[src/rtl/toast_arb_pkg.sv]
// Shared types and helpers for the fetch/data memory arbiter.
// Latency: n/a (types and constant functions only).
// Backpressure: n/a.
package toast_arb_pkg;

  // Owner of the single in-flight read; selects which port sees rvalid.
  typedef enum logic [1:0] {
    OWN_NONE = 2'd0,
    OWN_I    = 2'd1,
    OWN_D    = 2'd2
  } owner_t;

  // Starve counter width; covers the full legal STARVE_MAX range 1..15.
  localparam int STARVE_CNT_W = 4;

  // Byte-enable width for a given data width.
  function automatic int be_width(input int data_w);
    return data_w / 8;
  endfunction

endpackage

[src/rtl/toast_arb_starve_ctr.sv]
// Saturating count of consecutive denied fetch-request cycles.
// Latency: at_max reflects the registered count (updates one cycle after inc).
// Backpressure: none; clr takes priority over inc.
module toast_arb_starve_ctr
  import toast_arb_pkg::*;
#(
  parameter int MAX = 4
) (
  input  logic clk,
  input  logic reset,
  input  logic inc,
  input  logic clr,
  output logic at_max
);

  localparam logic [STARVE_CNT_W-1:0] MAX_CNT = STARVE_CNT_W'(MAX);

  logic [STARVE_CNT_W-1:0] cnt;

  // Count denied cycles, hold at MAX, clear when fetch wins or stops asking.
  always_ff @(posedge clk) begin
    if (reset) begin
      cnt <= '0;
    end else if (clr) begin
      cnt <= '0;
    end else if (inc && (cnt != MAX_CNT)) begin
      cnt <= cnt + 1'b1;
    end
  end

  assign at_max = (cnt == MAX_CNT);

endmodule

[src/rtl/toast_mem_arbiter.sv]
// Shares one single-port sync memory between fetch (I) and load/store (D) ports.
// Latency: grant 0 cycles (combinational); read data valid 1 cycle after grant.
// Backpressure: ungranted port sees gnt=0 and Core_stall=1; it must hold its request.
module toast_mem_arbiter
  import toast_arb_pkg::*;
#(
  parameter int ADDR_W     = 32,
  parameter int DATA_W     = 32,
  parameter int STARVE_MAX = 4
) (
  input  logic                        Clk,
  input  logic                        Reset,
  input  logic                        I_req,
  input  logic [ADDR_W-1:0]           I_addr,
  output logic                        I_gnt,
  output logic                        I_rvalid,
  output logic [DATA_W-1:0]           I_rdata,
  input  logic                        D_req,
  input  logic                        D_we,
  input  logic [be_width(DATA_W)-1:0] D_be,
  input  logic [ADDR_W-1:0]           D_addr,
  input  logic [DATA_W-1:0]           D_wdata,
  output logic                        D_gnt,
  output logic                        D_rvalid,
  output logic [DATA_W-1:0]           D_rdata,
  output logic                        mem_en,
  output logic [be_width(DATA_W)-1:0] mem_we,
  output logic [ADDR_W-1:0]           mem_addr,
  output logic [DATA_W-1:0]           mem_wdata,
  input  logic [DATA_W-1:0]           mem_rdata,
  output logic                        Core_stall
);

  localparam int BE_W = be_width(DATA_W);

  owner_t owner_q;
  owner_t owner_d;
  logic   starve_at_max;

  toast_arb_starve_ctr #(
    .MAX (STARVE_MAX)
  ) u_starve_ctr (
    .clk    (Clk),
    .reset  (Reset),
    .inc    (I_req & ~I_gnt),
    .clr    (I_gnt | ~I_req),
    .at_max (starve_at_max)
  );

  // Priority select: data wins unless fetch has been starved long enough; nothing during reset.
  always_comb begin
    I_gnt = 1'b0;
    D_gnt = 1'b0;
    if (!Reset) begin
      if (D_req && !(I_req && starve_at_max)) begin
        D_gnt = 1'b1;
      end else if (I_req) begin
        I_gnt = 1'b1;
      end
    end
  end

  // Memory command mux driven by whichever port holds the grant; idle bus is all zero.
  always_comb begin
    mem_en    = 1'b0;
    mem_we    = '0;
    mem_addr  = '0;
    mem_wdata = '0;
    if (D_gnt) begin
      mem_en    = 1'b1;
      mem_we    = D_we ? D_be : {BE_W{1'b0}};
      mem_addr  = D_addr;
      mem_wdata = D_wdata;
    end else if (I_gnt) begin
      mem_en    = 1'b1;
      mem_addr  = I_addr;
    end
  end

  // Next owner: only granted reads produce a response (writes, even with zero byte enables, do not).
  always_comb begin
    owner_d = OWN_NONE;
    if (I_gnt) begin
      owner_d = OWN_I;
    end else if (D_gnt && !D_we) begin
      owner_d = OWN_D;
    end
  end

  // Owner register; reset discards any read granted just before reset.
  always_ff @(posedge Clk) begin
    if (Reset) begin
      owner_q <= OWN_NONE;
    end else begin
      owner_q <= owner_d;
    end
  end

  // Both ports see the read bus; rvalid qualifies it. Reset masks a stale owner.
  assign I_rvalid   = ~Reset & (owner_q == OWN_I);
  assign D_rvalid   = ~Reset & (owner_q == OWN_D);
  assign I_rdata    = mem_rdata;
  assign D_rdata    = mem_rdata;
  assign Core_stall = ~Reset & ((I_req & ~I_gnt) | (D_req & ~D_gnt));

endmodule

[config.mk]
export PLATFORM = sky130hd
export DESIGN_NAME = toast_mem_arbiter
export DESIGN_NICKNAME = d
export VERILOG_FILES = /design/src/rtl/toast_arb_pkg.sv /design/src/rtl/toast_arb_starve_ctr.sv /design/src/rtl/toast_mem_arbiter.sv
export SDC_FILE = /design/constraint.sdc
export NUM_CORES = 1
export LEC_CHECK = 0
export CORE_AREA = 2 2 106 108
export DETAILED_ROUTE_END_ITERATION = 10
export DIE_AREA = 0 0 108 110
export PLACE_DENSITY_LB_ADDON = 0.12
export SYNTH_ARGS = -nofsm -noshare
export SYNTH_HDL_FRONTEND = slang
export SYNTH_HIERARCHICAL = 1
export SYNTH_SLANG_ARGS = --single-unit
[constraint.sdc]
create_clock -name Clk -period 2 [get_ports Clk]
set_input_delay 0.4 -clock Clk [delete_from_list [all_inputs] [get_ports Clk]]
set_output_delay 0.4 -clock Clk [all_outputs]
set_load 0.02 [all_outputs]
# Word level (Yosys, flattened, before mapping)

Cells that the tools add are included.

Mux-type cells: 14
$mul: 0
Shift operators: 0
Reduce and logical (&&, ||, !) cells: 8
Equality and inequality tests: 4
Div/mod/pow operators: 0
Add/subtract/negate cells: 1
Magnitude comparators: 0
Bitwise gates (word level): 11

Operators by type and width:

| operator            | number |
|---|---|
| $mux 32             | 3 |
| $mux 1              | 8 |
| $mux 4              | 2 |
| $and 1x1->1         | 5 |
| $add 4x1->4 const B | 1 |
| $eq 4x3->1 const B  | 1 |
| $logic_and 1x1->1   | 4 |
| $ne 4x3->1 const B  | 1 |
| $not 1->1           | 4 |
| $reduce_or 2->1     | 2 |
| $eq 2x1->1 const B  | 1 |
| $eq 2x2->1 const B  | 1 |
| $logic_not 1->1     | 2 |
| $mux 2              | 1 |
| $or 1x1->1          | 2 |

Input bits: 137
Memory bits (writable): 0
Memories: 0
Word-level logic and storage cells: 41
Latch bits: 0
Bits in read-only memories: 0
Register bits after elaboration: 6
Output and inout bits: 138

# Longest topological paths before layout

Gate-level depths: netlist (run 1).

Word-level depth: 10
Depth in mapped cells: 10
Depth with buffers taken out: 10

# Cells and area by module

Netlist (run 1), hierarchy kept.

Modules (own cells, without submodules):

| module               | area each (um2) | cells an instance | instances | seq. area each (um2) |
|---|---|---|---|---|
| toast_mem_arbiter    | 1322.5          | 200               | 1         | 40.0 |
| toast_arb_starve_ctr | 229.0           | 25                | 1         | 80.1 |

# Worst setup path before layout (run 1)

No wires, ideal clock.

Kind: flip-flop to output port
From: register u_starve_ctr.cnt[0]
To: output mem_addr[10]
Buffers on the path: 1
Data required time: 1600 ps
Stages on the path, launching flop included: 9
Setup slack: 31 ps
Arrival: 1569 ps
Cell sequence: dfxtp_1 inv_1 ha_1 nand3b_1 inv_2 a21boi_2 buf_2 a32oi_1 nor2_1

Longest elaborated chain between the ends: 8
Elaborated cells on any way between the ends: 10
Classes of those cells: eq/ne: 1; mux: 6; reduce/logical: 3

Ends and longest elaborated chain:

| item                    | line                       | RTL |
|---|---|---|
| start, declared         | toast_arb_starve_ctr.sv:18 | `logic [STARVE_CNT_W-1:0] cnt;` |
| start signal, assigned  | toast_arb_starve_ctr.sv:27 | `cnt <= cnt + 1'b1;` |
| $eq 4x3->1 (*)          | toast_arb_starve_ctr.sv:31 | `assign at_max = (cnt == MAX_CNT);` |
| named net starve_at_max | toast_mem_arbiter.sv:38    | `logic starve_at_max;` |
| $logic_and 1x1->1 (*)   | toast_mem_arbiter.sv:55    | `if (D_req && !(I_req && starve_at_max)) begin` |
| $logic_not 1->1 (*)     | toast_mem_arbiter.sv:55    |  |
| $logic_and 1x1->1 (*)   | toast_mem_arbiter.sv:55    |  |
| $mux 1                  | toast_mem_arbiter.sv:55    |  |
| $mux 1                  | toast_mem_arbiter.sv:54    | `if (!Reset) begin` |
| $mux 32                 | toast_mem_arbiter.sv:74    | `end else if (I_gnt) begin` |
| $mux 32 (*)             | toast_mem_arbiter.sv:69    | `if (D_gnt) begin` |
| end, declared           | toast_mem_arbiter.sv:28    | `output logic [ADDR_W-1:0] mem_addr,` |

Mark *: on every way through the listed nets, which the timed path passes. The rest lies on a longest branch.

# Worst setup path after layout (run 1)

From: register u_starve_ctr.cnt[1]
To: output mem_addr[22]

The elaborated chain is that of the path after synthesis.

==> results of run 1 <==
## Yosys cell counts
cell type,instances
and3_1,4
dfxtp_1,6
nor3b_1,2
inv_1,5
nor3_1,2
buf_2,10
o21ai_1,1
a21boi_2,1
inv_2,1
a31o_1,1
clkbuf_2,2
buf_4,64
nand4_2,1
nand3b_1,1
and2_1,32
nor4_2,1
nor2_1,37
nand2b_1,2
nor4b_2,1
o21ai_0,2
nand3_1,3
nor2b_1,2
a21boi_1,2
a32oi_1,32
ha_1,2
a21oi_2,1
a21oi_1,1
clkbuf_1,6
## cells in the final DEF, fill, tap and decap left out, types with 3 or more instances in the layout
| cell | n |
|---|---|
| clkdlybuf4s50_1 | 101 |
| buf_6 | 51 |
| buf_4 | 40 |
| nor2_1 | 36 |
| and2_4 | 26 |
| a32oi_1 | 20 |
| a32oi_2 | 12 |
| buf_2 | 12 |
| and2_1 | 6 |
| and3_4 | 4 |
| buf_16 | 4 |
| dlygate4sd2_1 | 4 |
| dfxtp_1 | 4 |
| inv_1 | 3 |
| clkbuf_8 | 3 |
| inv_2 | 3 |
| nand3_1 | 3 |
## logic make-up after synthesis
family	Yosys count	synth area share [%]
and+or+nand+nor	88	30.7
buffers and inverters	88	37.7
DFF	6	7.74
adders and majority gates	2	1.61
AOI/OAI and AO/OA	41	22.2
## final timing paths
path	startpoint	to	slack, ps	depth (start not counted)
hold reg to reg	u_starve_ctr/cnt[3]	u_starve_ctr/cnt[3]	580	2
setup / recovery	u_starve_ctr/cnt[1]	mem_addr[22]	-240	10
setup reg to reg	u_starve_ctr/cnt[0]	u_starve_ctr/cnt[2]	210	12
hold / removal	u_starve_ctr/cnt[3]	u_starve_ctr/cnt[3]	580	2
## registers in the layout (all words and copies together) (netlist names)
name / count
owner_q: 2
u_starve_ctr/cnt: 4
## final cells by class
type / instances / share of cell area [%]
inverters: 6 / 0.628
well taps: 140 / 4.88
repair buffers: 217 / 60.4
multi-input cells: 131 / 29.5
flip-flops and latches: 6 / 3.42
clock buffers: 3 / 1.15
## through the flow
step                util [%]  setup TNS, ps  instances
detailed placement      29.2         -45420        480
global route            33.5         -14260        503
global placement        29.2         -43440        480
finish                  33.5          -7110        503
floorplan                  -              0        225
CTS                     32.4          -9230        501
## power breakdown
part | internal, uW | total [uW] | switching, uW
logic | 417 | 707 | 290
clock network | 129 | 181 | 51.8
registers | 123 | 125 | 1.54
## layer usage
metal	track usage, %	vias up
met2	25.3	109
met5	0	-
li1	-	998
met4	3.75	0
met1	12.8	982
met3	2.88	21
## critical path, stage by stage (launching register included)
cell and delay, ps:
dfxtp_2 330, inv_2 50, ha_4 150, nand3b_1 110, inv_2 90, nand2b_4 180, buf_12 150, buf_16 140
a32oi_2 200, nor2_1 60, buf_4 160
## what timing repair did
item,in CTS,in global routing
setup buffers,13,5
resized for setup,424,41
pin swaps,13,28
endpoints found under the setup margin,78,72
gates cloned,5,0
hold buffers,0,0
==> flow_summary.toml, run 1 <==
[final_layout]
nets = 504
drive_gt1_share_pct = 46.8
synthToLayoutAreaGrowth_pct = 131
multi_input_area_um2 = 1060
antennaDiodeCount = 0
seqCellArea_um2 = 123
postLayoutCellArea_um2 = 3590
layout.filler_cells = 1164

[logic_synthesis]
ys_seq_area_share_pct = 7.74
syn_area_per_cell_um2 = 6.90
syn-num-nets = 364
synthDistinctLibCells = 28
ys_top_cells_by_area = "buf_4, a32oi_1, and2_1"
syn_area_um2 = 1550
synth_area_leader_cell = "buf_4"
yosys_warnings = 6
synthCells = 225
yosys.area.top_type_share_pct = 31.0
yosys_register_bits = 6

[critical_path]
crit_arrival_ps = 1840
crit_fanout = 8
critPathLaunchType = "flop"
end_kind = "output pin"
cp_data_required_time_ps = 1600
critical_path_class = "reg2out"

[flow_run]
drv_cap = 0

[clock_network]
cts_num_sinks = 6
cts.clk_slew.worst_paths_ps = 40
root_buffer = "clkbuf_8"
cts_tree = "built"
clockBufferDepth = 2
insertion_delay_ps = 220
numCtsBuffers = 3
htreeDepth = 1

[sta]
whs_ps = 575
rsz0062_at_grt = "true"
slew_headroom_pct = 79.8
setup_viol = 61
setup_slack_ps = -242
max_freq_ghz = 0.446
period_share_pct = 112
clock_skew_ps = 2.34
hold_viol_final = 0
worst_slew_pin_slew_ps = 302
drv_slew = 0
period_needed_ps = 2240

[placement]
place_area_um2 = 3130
pre_cts_ws_ps = -702
gp_congestion = 0.712
port_buffers = 178
dp_hpwl_um = 5780

[routing]
wl_met3_um = 795
ant_nets = 0
route.met2.wl_um = 4680
routedWlPerCell_um = 16.3
top_layer = "met4"
vias = 2110
drcViolationCount = 0
drtIter0Drc = 75
wl_met1_um = 2610
wl_um = 8200
firstDrtPassIters = 4
vias_per_cell = 4.19

[power]
p_leak_uw = 0.00153
total_power_uw = 1010
ir_worst_vdd_v = 0.000117
p_per_area_nw_per_um2 = 282

[grt]
grt_pass1_wl_um = 11600
grt_pass1_vias = 2176
grt_antenna_before_repair = 0
grt_max_degree = 33
grt-ovfl-total = 0
gr-usage-all-layers_pct = 12.6

[floorplanning]
initial_core_util_pct = 14.5
die_h_um = 110
die_w_um = 108
coreArea_um2 = 10700
die_area_um2 = 11900
pin_count = 275
fp-row-count = 38

[status]
outcome = "finished with violations"
violations = "setup timing"

[worst_hold_path]
holdCritPathClass = "reg2reg"
No activity file was read; power rests on OpenSTA's default activity.
==> run 2: changes to the inputs <==
- CTS_BUF_LIST: unset -> sky130_fd_sc_hd__clkbuf_16
==> run 2 against run 1 <==
- worst hold slack got worse by 6.9 ps
- highest routed layer unchanged
- die area unchanged
- the flow still finishes with violations (setup timing)
- core utilization decreased by 0.13 points
- wire length decreased by 1.6%
- power increased by 13%
- critical path type unchanged
- combinational power decreased by 1%
- largest cell class unchanged
==> flow_summary.toml, run 2 (synthesized netlist as in run 1, its figures left out) <==
[final_layout]
layout_commonest_cell = "clkdlybuf4s50_1"
nets = 502
synthToLayoutAreaGrowth_pct = 130
postLayoutCoreUtil_pct = 33.4
postLayoutCellArea_um2 = 3570
antennaDiodeCount = 0
regMostFlops = "u_starve_ctr/cnt"
largestRegisters = "u_starve_ctr/cnt (4), owner_q (2)"
drive_gt1_share_pct = 45.2
final_cell_mix = "clkdlybuf4s50_1, buf_4, buf_6"
multi_input_area_um2 = 1010
largest_reg_flops = 4
seqCellArea_um2 = 123
layout.filler_cells = 1158

[floorplanning]
pin_count = 275
die_h_um = 110
coreArea_um2 = 10700
die_area_um2 = 11900
initial_core_util_pct = 14.5
die_w_um = 108
fp-row-count = 38

[critical_path]
crit_fanout = 7
end_kind = "output pin"
critical_path_class = "reg2out"
critPathLaunchType = "flop"
worstRegToRegCells = 12
cp_data_required_time_ps = 1600
crit_arrival_ps = 1760
cp-endpoint = "mem_wdata[19]"
cp-startpoint = "u_starve_ctr/cnt[1]"
regToRegStartpoint = "u_starve_ctr/cnt[0]"
r2r_end = "u_starve_ctr/cnt[2]"
r2r_slack_ps = 210

[sta]
setup_slack_ps = -156
hold_viol_final = 0
max_freq_ghz = 0.464
setup_viol = 68
whs_ps = 568
worst_slew_pin_slew_ps = 297
drv_slew = 0
period_share_pct = 108
rsz0062_at_grt = "true"
clock_skew_ps = 0.348
slew_headroom_pct = 80.2
period_needed_ps = 2160

[routing]
firstDrtPassIters = 4
wl_um = 8070
routedWlPerCell_um = 16.1
drtIter0Drc = 106
vias = 2070
ant_nets = 0
vias_per_cell = 4.13
drcViolationCount = 0

[placement]
dp_hpwl_um = 5780
gp_congestion = 0.712
place_area_um2 = 3130
port_buffers = 178

[grt]
met1_usage_pct = 12.1
grt_max_degree = 33
grt_busiest_layer = "met2"
grt_antenna_before_repair = 0
grt_pass1_wl_um = 11000
grt_pass1_vias = 2088
gr-usage-all-layers_pct = 12.1
grt-ovfl-total = 0
grt.met3_usage_pct = 3.00
grt_use_met2_pct = 24.0

[flow_run]
drv_cap = 0

[clock_network]
clockBufferDepth = 2
cts_tree = "built"
root_buffer = "clkbuf_16"
insertion_delay_ps = 230
cts.clk_slew.worst_paths_ps = 30
hold_buffers = 0
htreeDepth = 1
numCtsBuffers = 3
cts_num_sinks = 6

[status]
violations = "setup timing"
outcome = "finished with violations"

[power]
p_leak_uw = 0.00154
ir_worst_vdd_v = 0.000175
p_per_area_nw_per_um2 = 322

[worst_hold_path]
holdCritPathClass = "reg2reg"
==> run 2: changes by cell type in the layout (fill, tap and decap cells not counted), sizes merged <==
cell	previous run	this run
buf	110	105
clkbuf	3	6
clkdlybuf4s15	2	1
dlygate4sd2	4	5
==> run 2: final cells by class <==
type / count / share of cell area (%)
Tap cell: 140 / 4.90
Sequential cell: 6 / 3.43
Timing Repair Buffer: 215 / 60.7
Multi-Input combinational cell: 131 / 28.2
Clock buffer: 3 / 2.10
Inverter: 6 / 0.630
==> run 2: worst min path at each step <==
stage	from	end	slack (ps)	cells past startpoint
after floorplan	D_we	owner_q[1]	470	1
after global placement	u_starve_ctr/cnt[3]	u_starve_ctr/cnt[3]	550	2
after detailed placement	u_starve_ctr/cnt[3]	u_starve_ctr/cnt[3]	570	2
after CTS	u_starve_ctr/cnt[3]	u_starve_ctr/cnt[3]	570	2
after global routing	u_starve_ctr/cnt[3]	u_starve_ctr/cnt[3]	610	2
final	u_starve_ctr/cnt[3]	u_starve_ctr/cnt[3]	570	2
==> run 2: per-stage QoR <==
stage / setup slack [ps] / TNS, ps / instances / power [uW]
CTS: -165 / -8420 / 496 / 1130
global route: -262 / -14490 / 501 / 1210
detailed placement: -702 / -45420 / 480 / 739
global placement: -655 / -43440 / 480 / 739
finish: -156 / -7590 / 501 / 1150
floorplan: 30.8 / 0 / 225 / 531
==> run 2: critical path: stages, from the launching register on <==
cell      delay, ps
dfxtp_2         330
inv_2            40
ha_4            150
nand3b_1        110
inv_2            90
a21oi_4         200
buf_12          150
buf_12          120
buf_6           100
and2_4          130
buf_6           110
==> run 2: metal layers <==
metal  vias to the layer above  part of all wire (%)
met4                         0                   1.5
met2                       112                    55
met1                       949                    33
met5                         -                     0
li1                        991                     -
met3                        18                   9.7
==> run 2: what timing repair did <==
item	in CTS	in global routing
gates resized for setup	405	48
buffers inserted	9	4
pin swaps	7	14
gates cloned	4	2
endpoints found under the setup margin	78	75
==> run 2: power breakdown <==
part / internal, uW / switching, uW / total, uW
combinational: 416 / 282 / 698
sequential: 123 / 1.65 / 125
clock: 257 / 69.4 / 326
total: 796 / 353 / 1150
